--- config.mk ---
export PLATFORM = sky130hd
export DESIGN_NAME = uart_tx_arbiter
export DESIGN_NICKNAME = d
export VERILOG_FILES = /design/src/rtl/uart_tx_arbiter.sv
export SDC_FILE = /design/constraint.sdc
export NUM_CORES = 1
export LEC_CHECK = 0
export ABC_AREA = 1
export BUFFER_PORTS_ARGS = -buffer_cell sky130_fd_sc_hd__buf_2
export CAP_MARGIN = 10
export CORE_AREA = 2 2 105 107
export DETAILED_ROUTE_END_ITERATION = 12
export DIE_AREA = 0 0 107 109
export MAX_ROUTING_LAYER = met4
export PLACE_DENSITY = 0.86
export SLEW_MARGIN = 20
export SYNTH_ARGS = -nofsm -noshare
export SYNTH_HDL_FRONTEND = slang
export SYNTH_SLANG_ARGS = --single-unit
--- constraint.sdc ---
create_clock -name aclk -period 4.9 [get_ports aclk]
set_clock_uncertainty 0.15 [all_clocks]
set_input_delay 0.735 -clock aclk [delete_from_list [all_inputs] [get_ports aclk]]
set_output_delay 0.735 -clock aclk [all_outputs]
set_load 0.02 [all_outputs]
--- src/rtl/uart_tx_arbiter.sv ---
// uart_tx_arbiter: packet-level round-robin sharing of one UART transmitter and its config port
module uart_tx_arbiter #(
  parameter int NUM_CH    = 4,
  parameter int MAX_BEATS = 0
) (
  input  logic                 aclk,
  input  logic                 aresetn,
  input  logic [NUM_CH*16-1:0] s_axis_tdata,
  input  logic [NUM_CH-1:0]    s_axis_tvalid,
  input  logic [NUM_CH-1:0]    s_axis_tlast,
  output logic [NUM_CH-1:0]    s_axis_tready,
  input  logic [NUM_CH*27-1:0] ch_cfg,
  output logic [15:0]          m_axis_tdata,
  output logic                 m_axis_tvalid,
  input  logic                 m_axis_tready,
  output logic [26:0]          m_axis_config_tdata,
  output logic                 m_axis_config_tvalid,
  input  logic                 m_axis_config_tready,
  input  logic [31:0]          tx_data_count,
  output logic [2:0]           grant_id,
  output logic                 busy
);
  localparam int IW = $clog2(NUM_CH);
  typedef enum logic [1:0] {ARB, DRAIN, CFG, PASS} state_t;
  state_t state, state_nx;
  logic [IW-1:0] g, last, pick, idx;
  logic found, beat, done, cfg_valid;
  logic [15:0] dat [NUM_CH];
  logic [26:0] cfg [NUM_CH];
  logic [26:0] cfg_lat, cur_cfg;
  logic [15:0] beats, beats_inc;
  for (genvar i = 0; i < NUM_CH; i++) begin : g_unpack
    assign dat[i] = s_axis_tdata[16*i +: 16];
    assign cfg[i] = ch_cfg[27*i +: 27];
  end
  // first valid channel after the last grant, wrapping around
  always_comb begin
    pick = last;
    idx = last;
    found = 1'b0;
    for (int k = 1; k <= NUM_CH; k++) begin
      idx = IW'((int'(last) + k) % NUM_CH);
      if (!found && s_axis_tvalid[idx]) begin
        pick = idx;
        found = 1'b1;
      end
    end
  end
  assign beat = state == PASS && s_axis_tvalid[g] && m_axis_tready;
  assign beats_inc = &beats ? beats : beats + 16'd1;
  assign done = s_axis_tlast[g] || (MAX_BEATS != 0 && beats_inc == 16'(MAX_BEATS));
  always_comb begin
    state_nx = state;
    case (state)
      ARB:     state_nx = !found ? ARB : (cfg_valid && cfg[pick] == cur_cfg) ? PASS : DRAIN;
      DRAIN:   state_nx = (tx_data_count == 32'd0 && m_axis_config_tready) ? CFG : DRAIN;
      CFG:     state_nx = m_axis_config_tready ? PASS : CFG;
      PASS:    state_nx = (beat && done) ? ARB : PASS;
      default: state_nx = ARB;
    endcase
    m_axis_tdata = state == PASS ? dat[g] : '0;
    m_axis_tvalid = state == PASS && s_axis_tvalid[g];
    s_axis_tready = (state == PASS && m_axis_tready) ? NUM_CH'(1) << g : '0;
    m_axis_config_tvalid = state == CFG;
    m_axis_config_tdata = state == CFG ? cfg_lat : '0;
    busy = state != ARB;
  end
  always_ff @(posedge aclk) begin
    if (!aresetn) begin
      state <= ARB;
      g <= '0;
      last <= IW'(NUM_CH - 1);
      grant_id <= '0;
      cfg_lat <= '0;
      cur_cfg <= '0;
      cfg_valid <= 1'b0;
      beats <= '0;
    end else begin
      state <= state_nx;
      if (state == ARB && found) begin
        g <= pick;
        last <= pick;
        grant_id <= 3'(pick);
        cfg_lat <= cfg[pick];
        beats <= '0;
      end
      if (state == CFG && m_axis_config_tready) begin
        cur_cfg <= cfg_lat;
        cfg_valid <= 1'b1;
      end
      if (beat) beats <= beats_inc;
    end
  end
endmodule

==> metrics.txt <==
status finished, final reports clean; Total GRT Usage 0.306; share of layout cells above drive strength 1 0.273; antenna violation net count after detailed routing 0; number of global-route vias before repair between 5,000 and 6,000; Clock Root Buffer clkbuf_8; worst-margin pin slew around 1 ns; Syn Nets about 1,100; Via density between 5 and 6; most frequent cells in the layout buf_2 (267), nand2_1 (259), inv_1 (132); HPWL Detailed about 13 mm; pin count of the biggest net entering global routing 57; GP Congestion 0.907; Setup CP Type reg2reg; Starting Density 0.485; crit path time final 3.59 ns; placed insts ~1,300; Synth Area in XOR/XNOR 0; Simple-Gate Fraction of Synth Area 0.428; final setup fails 0; router iterations before antenna repair 5; drt wl/cell 14.0 µm; CP startpoint kind flop; Power Density roughly 660 nW/µm²; CP Max Fanout 32; clock tree sinks 61; Synth Area in Adders 0; Iteration-0 DRC Markers ~500; cell count after synthesis 900; Max-Cap Viols 0; post-synthesis mux area share 0; CTS tree done; async set-reset flop share out of synthesis 0; Hold WS around 0.32 ns; Post-Route WL about 18 mm; Post-CTS Resized 0; post-synthesis compound-gate area fraction 0.176; area growth from synthesis to layout 28.2%; mapped cell area 5140 µm²; Via Count 6,683; initial antenna violation count 1; die area around 12,000 µm²; TNS Setup 0 ns; Primary FF master, synth dfxtp_1; num rows 38; Worst Setup End Kind flop; worst hold path class reg2reg; Seq/Total Area, Yosys 0.237; most common cell after layout, fill and taps aside buf_2; worst-skew pair later-pin latency 0.33 ns; fin cells roughly 1,300; Ys Warns 0; Layout Nets 1,347; number of synthesized register bits a little over 60; Overflow after GRT 0; fin crit share 0.733; RSZ-0062 raised after global routing false; Core ar. 10,600 µm²; port bufs about 270; largest family of logic cells by synthesized area simple AND/OR/NAND/NOR gates; CP Data Arrival Time ~3.7 ns; Setup WS post-layout 1.31 ns; Critical Path Max Stage Delay a little under 0.9 ns; crit-path cells inv_2, nand2_1, nand2_2, nand2_2, nand2_4, nor2_4, nand4_1, nand2_1, buf_4, clkinv_1, buf_4, o211ai_1, inv_1; relative slew slack 0.330; Lkg Pwr roughly 3.7 nW; clk buf depth 2; top-level I/O count between 200 and 300; Peak supply drop between 0.0004 and 0.0005 V; final hold vios 0; die width 107 µm; Max Slew Vio Count 0; Critical Path Slowest Stage Cell clkinv_1; mean post-synth cell area about 5.7 µm²; Die Ht about 110 µm; Hold Buf Count CTS 0; Max Clk Rate 278 MHz; TritonCTS Buffers 9; Required @ worst endpoint 4.98 ns; # fillers 1,043; Distinct cells, synth 32; post-layout power about 0.0043 W; DRC 0; H-Tree Depth 3; Setup Fix Bufs, Post-CTS 0; dpl ws 1.57 ns; Reg clk slew, reported paths approximately 0.070 ns; Post-synth EDFFs 0; global-route wire length before repair around 28 mm
==> flip-flops by register name, summed over array words and instances (netlist names) <==
signal / flops
cfg_valid: 1
cfg_lat: 27
g: 2
state: 2
cur_cfg: 27
last: 2
==> metrics by stage <==
step / cell area (µm²) / utilization
6_report: 6600 / 0.622
5_1_grt: 6600 / 0.622
4_1_cts: 6590 / 0.622
3_5_place_dp: 6410 / 0.605
3_3_place_gp: 6410 / 0.605
2_1_floorplan: 5140 / -
==> power breakdown <==
part,internal (W),switching (W)
sequential,0.000640,0.000102
combinational,0.000991,0.00217
clock,0.000233,0.000190
total,0.00186,0.00247
==> Yosys cell counts, types with 6 or more instances <==
| cell type | n | area (µm²) |
|---|---|---|
| o21ai_0 | 42 | 210 |
| nand2_2 | 11 | 68.8 |
| a22oi_1 | 32 | 240 |
| nand3_1 | 123 | 616 |
| buf_2 | 13 | 65.1 |
| dfxtp_1 | 61 | 1220 |
| nand2_1 | 260 | 976 |
| buf_6 | 6 | 67.6 |
| nor2_1 | 55 | 206 |
| nor4_1 | 8 | 50.1 |
| inv_1 | 133 | 499 |
| o211ai_1 | 16 | 120 |
| clkbuf_1 | 23 | 86.3 |
| a21oi_1 | 62 | 310 |
| nand3b_1 | 18 | 135 |
==> layer usage <==
metal,routed length (µm),track usage
met3,1440,0.0406
met2,8680,0.526
met1,7310,0.367
met4,422,0.113
met5,0,-
==> cells by family (layout without fill, tap and decap cells) <==
logic type | count (synthesis) | after routing
simple gates | 491 | 491
buf+inv | 192 | 426
compound gates | 155 | 155
flops | 61 | 61
other cells | 1 | 2
==> worst paths after layout <==
path	start	to	slack [ns]	cells past startpoint
setup / recovery	last[0]$_SDFFE_PN1P_	cfg_lat[25]$_SDFFE_PN0P_	1.31	13
hold / removal	cfg_valid$_SDFFE_PN0P_	cfg_valid$_SDFFE_PN0P_	0.32	2
setup reg to reg	last[0]$_SDFFE_PN1P_	cfg_lat[25]$_SDFFE_PN0P_	1.31	13
hold reg to reg	cfg_valid$_SDFFE_PN0P_	cfg_valid$_SDFFE_PN0P_	0.32	2
==> critical path: cells and delay by family (launching register included) <==
| family | cells | cell delay (ns) |
|---|---|---|
| buffers and inverters | 5 | 1.86 |
| AND/OR/NAND/NOR | 7 | 0.69 |
| flip-flops | 1 | 0.61 |
| AO/OA/AOI/OAI | 1 | 0.15 |
==> final cells by class <==
class	instances	area, µm²	area share
multi-input combinational	647	3110	0.471
clock inverter	1	5.00	0.000759
clock buffer	13	179	0.0271
sequential	61	1220	0.185
inverter	140	531	0.0804
tap	140	175	0.0266
antenna	1	2.50	0.000379
timing repair buffer	272	1370	0.208
Power figures use the tool's default switching activity.
